==> src/rtl/int_to_fp_arbiter.sv <==
// int_to_fp_arbiter
// -----------------
// Shares one pipelined integer-to-float converter among NREQ requesters.
// Each cycle at most one pending request is granted, round-robin starting
// at rr_ptr. The granted operand is registered onto conv_int. A tag
// {valid, id} travels alongside the converter's pipeline so that each
// result can be returned to the requester that issued it.
//
// Parameters:
//   NREQ - number of requesters (2..8)
//   LAT  - converter latency, conv_int change to valid conv_fp (>= 1)
//   IDW  - requester id width, equal to clog2(NREQ)
//
// Ports:
//   clk        - clock, rising-edge
//   reset      - asynchronous active-high reset
//   req_valid  - per-requester request valid
//   req_int    - requester i operand in bits [32i+31:32i]
//   req_ready  - one-hot grant; a transfer happens on valid & ready
//   conv_int   - registered operand to the converter
//   conv_fp    - converter result
//   resp_valid - result valid this cycle
//   resp_id    - requester owning the result (held while idle)
//   resp_fp    - result, combinational pass-through of conv_fp
//   inflight   - conversions issued and not yet returned
module int_to_fp_arbiter #(
  parameter int NREQ = 4,
  parameter int LAT  = 2,
  parameter int IDW  = 2
) (
  input  logic                        clk,
  input  logic                        reset,
  input  logic [NREQ-1:0]             req_valid,
  input  logic [32*NREQ-1:0]          req_int,
  output logic [NREQ-1:0]             req_ready,
  output logic [31:0]                 conv_int,
  input  logic [31:0]                 conv_fp,
  output logic                        resp_valid,
  output logic [IDW-1:0]              resp_id,
  output logic [31:0]                 resp_fp,
  output logic [$clog2(LAT+2)-1:0]    inflight
);

  localparam int CW = $clog2(LAT+2);

  logic [IDW-1:0] rr_ptr;
  logic [IDW-1:0] grant_id;
  logic [IDW-1:0] cand;
  logic [IDW-1:0] next_ptr;
  logic           grant_any;
  logic           hs;

  // Tag stages 0..LAT-1; stage LAT is the resp_valid/resp_id register pair.
  logic           stage_v  [LAT];
  logic [IDW-1:0] stage_id [LAT];

  // Round-robin search: first valid requester at or above rr_ptr, wrapping
  // modulo NREQ (which need not be a power of two).
  always_comb begin
    grant_any = 1'b0;
    grant_id  = '0;
    cand      = '0;
    for (int k = 0; k < NREQ; k++) begin
      cand = IDW'((int'(rr_ptr) + k) % NREQ);
      if (!grant_any && req_valid[cand]) begin
        grant_any = 1'b1;
        grant_id  = cand;
      end
    end
  end

  // Grant is suppressed during reset so nothing is accepted that the
  // reset would immediately discard.
  always_comb begin
    req_ready = '0;
    if (!reset && grant_any) begin
      req_ready[grant_id] = 1'b1;
    end
  end

  assign hs       = |req_ready;
  assign next_ptr = IDW'((int'(grant_id) + 1) % NREQ);
  assign resp_fp  = conv_fp;

  // Operand register, round-robin pointer, tag pipeline and in-flight
  // counter. The tag pipeline shifts every cycle regardless of traffic
  // because the converter itself never stalls.
  always_ff @(posedge clk or posedge reset) begin
    if (reset) begin
      rr_ptr     <= '0;
      conv_int   <= '0;
      resp_valid <= 1'b0;
      resp_id    <= '0;
      inflight   <= '0;
      for (int k = 0; k < LAT; k++) begin
        stage_v[k]  <= 1'b0;
        stage_id[k] <= '0;
      end
    end else begin
      stage_v[0] <= hs;
      if (hs) begin
        stage_id[0] <= grant_id;
        conv_int    <= req_int[32*int'(grant_id) +: 32];
        rr_ptr      <= next_ptr;
      end
      for (int k = 1; k < LAT; k++) begin
        stage_v[k]  <= stage_v[k-1];
        stage_id[k] <= stage_id[k-1];
      end
      resp_valid <= stage_v[LAT-1];
      if (stage_v[LAT-1]) begin
        resp_id <= stage_id[LAT-1];
      end
      // A new issue and a completing result in the same cycle cancel out.
      case ({hs, resp_valid})
        2'b10:   inflight <= inflight + CW'(1);
        2'b01:   inflight <= inflight - CW'(1);
        default: inflight <= inflight;
      endcase
    end
  end

endmodule
==> config.mk <==
export PLATFORM = sky130hd
export DESIGN_NAME = int_to_fp_arbiter
export DESIGN_NICKNAME = d
export VERILOG_FILES = /design/src/rtl/int_to_fp_arbiter.sv
export SDC_FILE = /design/constraint.sdc
export NUM_CORES = 1
export LEC_CHECK = 0
export ABC_AREA = 1
export BUFFER_PORTS_ARGS = -buffer_cell sky130_fd_sc_hd__buf_4
export CAP_MARGIN = 10
export CORE_MARGIN = 10
export CORE_UTILIZATION = 43
export DETAILED_ROUTE_END_ITERATION = 8
export PLACE_DENSITY = 0.83
export REMOVE_ABC_BUFFERS = 1
export SYNTH_ARGS = -nofsm -noshare
export SYNTH_HDL_FRONTEND = slang
export SYNTH_SLANG_ARGS = --single-unit
==> constraint.sdc <==
create_clock -name clk -period 2.9 [get_ports clk]
set_clock_uncertainty 0.15 [all_clocks]
set_input_delay 0 -clock clk [delete_from_list [all_inputs] [get_ports clk]]
set_output_delay 0 -clock clk [all_outputs]
set_load 0.01 [all_outputs]
==> results.py <==
metrics = {
    "global_routing": {
        "grt_max_degree": 47,
        "grt_pass1_wl_mm": 29.8,
        "top_usage_layer": "met2",
        "met1_usage_pct": 32.8,
        "grt_use_met3_pct": 12.0,
        "antenna_found_initial": 13,
        "overflow": 0,
        "grt_use_total_pct": 32.1,
        "first_global_vias": 5339,
        "use_met2_pct": 53.1,
    },
    "floorplan": {
        "start_util_pct": 44.7,
        "core-area_sq_mm": 0.00785,
        "die_h_um": 110,
        "dieArea_sq_mm": 0.0122,
        "num_rows": 32,
        "die_x_um": 110,
        "ios": 239,
    },
    "clocking": {
        "cts_tree": "built",
        "clockBufferDepth": 2,
        "htree_levels": 2,
        "clkSinkCount": 45,
        "clock_latency_ns": 0.30,
        "cts_root_buf": "clkbuf_8",
        "post-cts-setup-buffers": 0,
        "clk_pin_slew_ns": 0.09,
        "numCtsBuffers": 5,
    },
    "critical_path": {
        "crit_required_ns": 2.75,
        "crit_type": "reg2out",
        "cp_max_fo": 21,
        "cp-start-kind": "register",
        "arrival_ns": 2.49,
        "cp-end-kind": "primary output",
    },
    "detailed_routing": {
        "antenna_left": 0,
        "drt_iter0_drc": 399,
        "drt_wl_total_mm": 19.8,
        "routedWlPerCell_um": 20.1,
        "drc_errors": 0,
        "viasPerCell": 5.37,
        "via_count": 5293,
        "drt-pass1-iter-count": 6,
    },
    "synthesis": {
        "syn_inst": 581,
        "seq_area_frac_synth_pct": 32.1,
        "syn_avg_cell_area_sq_um": 6.03,
        "synth_area_sq_mm": 0.00350,
        "synth_cell_type_count": 24,
        "yosys_register_bits": 45,
        "synth_warnings": 0,
    },
    "sta": {
        "fin_crit_sh_pct": 91.2,
        "holdWs_ns": 0.0240,
        "maxSlewHeadroom_pct": 61.7,
        "slew_violations": 0,
        "worstMarginPinSlew_ns": 0.575,
        "setup_viol": 0,
        "max_freq_ghz": 0.378,
        "rsz0062_at_grt": "no",
        "hold_violations": 0,
        "period_needed_ns": 2.64,
    },
    "layout": {
        "layout.nets": 1032,
        "fill_cells": 501,
        "area_growth_pct": 80.5,
        "final_cell_area_sq_mm": 0.00632,
        "final_cell_mix": "358 x nand2_1, 184 x buf_4, 159 x dlygate4sd3_1, 71 x nand3_1, 44 x dfrtp_1",
        "multi_input_area_sq_mm": 0.00187,
        "mostFrequentLayoutCell": "nand2_1",
        "regArea_sq_mm": 0.00113,
        "drive_above_1_share_pct": 23.8,
    },
    "placement": {
        "gp_congestion": 0.915,
        "place_area_sq_mm": 0.00458,
        "place_hpwl_mm": 10.2,
        "port_buffers": 174,
    },
    "power": {
        "power_density_mw_per_mm2": 1040,
        "vdd_drop_max_uv": 691,
        "p_leak_nw": 3.54,
    },
    "job": {
        "maxCapViolCount": 0,
    },
    "worst_hold_path": {
        "hold_class": "in2reg",
    },
    "status": {
        "outcome": "finished clean",
    },
}
## worst max-delay path, stage by stage, from the launching register on
cell and delay [ns]:
dfrtp_2 0.48, inv_1 0.25, nand2_1 0.15, nand3_1 0.13
nand2_1 0.09, nor2_2 0.16, nand3_2 0.13, nand2_1 0.13
buf_4 0.25, nor2_1 0.14, nand2_1 0.11, inv_1 0.04
buf_4 0.14
## stage by stage
| step | power (mW) | util, % | cells | TNS (ns) | worst slack, ns |
|---|---|---|---|---|---|
| after global routing | 7.23 | 80.4 | 979 | 0 | 0.0518 |
| after floorplan | 4.11 | - | 513 | -45.02 | -1.24 |
| final | 6.59 | 80.6 | 986 | 0 | 0.256 |
| after global placement | 5.47 | 58.3 | 801 | 0 | 0.526 |
| after CTS | 6.24 | 79.9 | 968 | 0 | 0.154 |
| after detailed placement | 5.60 | 58.3 | 801 | 0 | 0.347 |
## power by group
group	internal (mW)	leakage (nW)	switching (mW)	total [mW]
clock	0.216	0.0544	0.212	0.427
combinational	1.78	2.92	3.24	5.03
sequential	0.931	0.559	0.198	1.13
total	2.93	3.54	3.65	6.59
## flip-flops by register name, indices dropped and copies added (netlist names)
register    cells
conv_int       32
stage_id        4
inflight        2
resp_id         2
rr_ptr          2
stage_v         2
resp_valid      1
## synthesized netlist by cell type
cell type / n / share of area [%]
nand2_2: 1 / 0.18
nor2_1: 4 / 0.43
nand2_1: 359 / 38
clkinv_1: 1 / 0.11
o21ai_0: 3 / 0.43
buf_6: 2 / 0.64
nand4_1: 1 / 0.18
buf_4: 42 / 9.0
o21bai_1: 1 / 0.21
a21oi_1: 1 / 0.14
a31oi_1: 1 / 0.18
xnor2_1: 2 / 0.50
inv_2: 2 / 0.21
ha_1: 1 / 0.36
nand3_1: 71 / 10
buf_2: 22 / 3.1
nand3_2: 3 / 0.86
nor2_2: 1 / 0.18
dfrtp_1: 45 / 32
o211ai_1: 1 / 0.21
inv_1: 11 / 1.2
clkbuf_1: 2 / 0.21
nor3_1: 2 / 0.29
mux2_2: 2 / 0.64
## layer usage
metal,part of all wire (%),vias to the layer above,wire (um)
met3,11,138,2250
met2,47,410,9420
met5,0.066,-,13
li1,-,2347,-
met4,8.1,2,1610
met1,33,2396,6550
## cell type report
class | instances | area share [%]
sequential | 45 | 17.8
inverter | 14 | 0.870
clock inverter | 1 | 0.0791
antenna | 18 | 0.712
multi-input combinational | 454 | 29.6
tap | 102 | 2.02
clock buffer | 7 | 1.52
timing repair buffer | 345 | 47.4
## cells by family after synthesis
logic type | synth area share (%)
adders and majority gates | 0.357
DFF | 32.1
muxes | 0.643
and+or+nand+nor | 50.7
AOI/OAI and AO/OA | 1.18
buffers and inverters | 14.5
xor gates and xnor gates | 0.500
## timing repair
item,CTS,global route
hold buffers,159,0
endpoints found under the setup margin,0,5
gates resized for setup,0,5
hold endpoints to repair,109,0
## final timing paths
kind	startpoint	end	slack, ns	cells past startpoint
max	rr_ptr[0]	req_ready[2]	0.26	12
max in group asynchronous	reset	rr_ptr[0]	1.90	4
max reg2reg	rr_ptr[0]	conv_int[28]	0.29	14
min reg2reg	stage_v[1]	stage_v[0]	0.23	0
min	req_int[121]	conv_int[25]	0.02	7
min in group asynchronous	reset	rr_ptr[1]	0.29	4
Note: power is estimated with default switching activity, not from simulation.
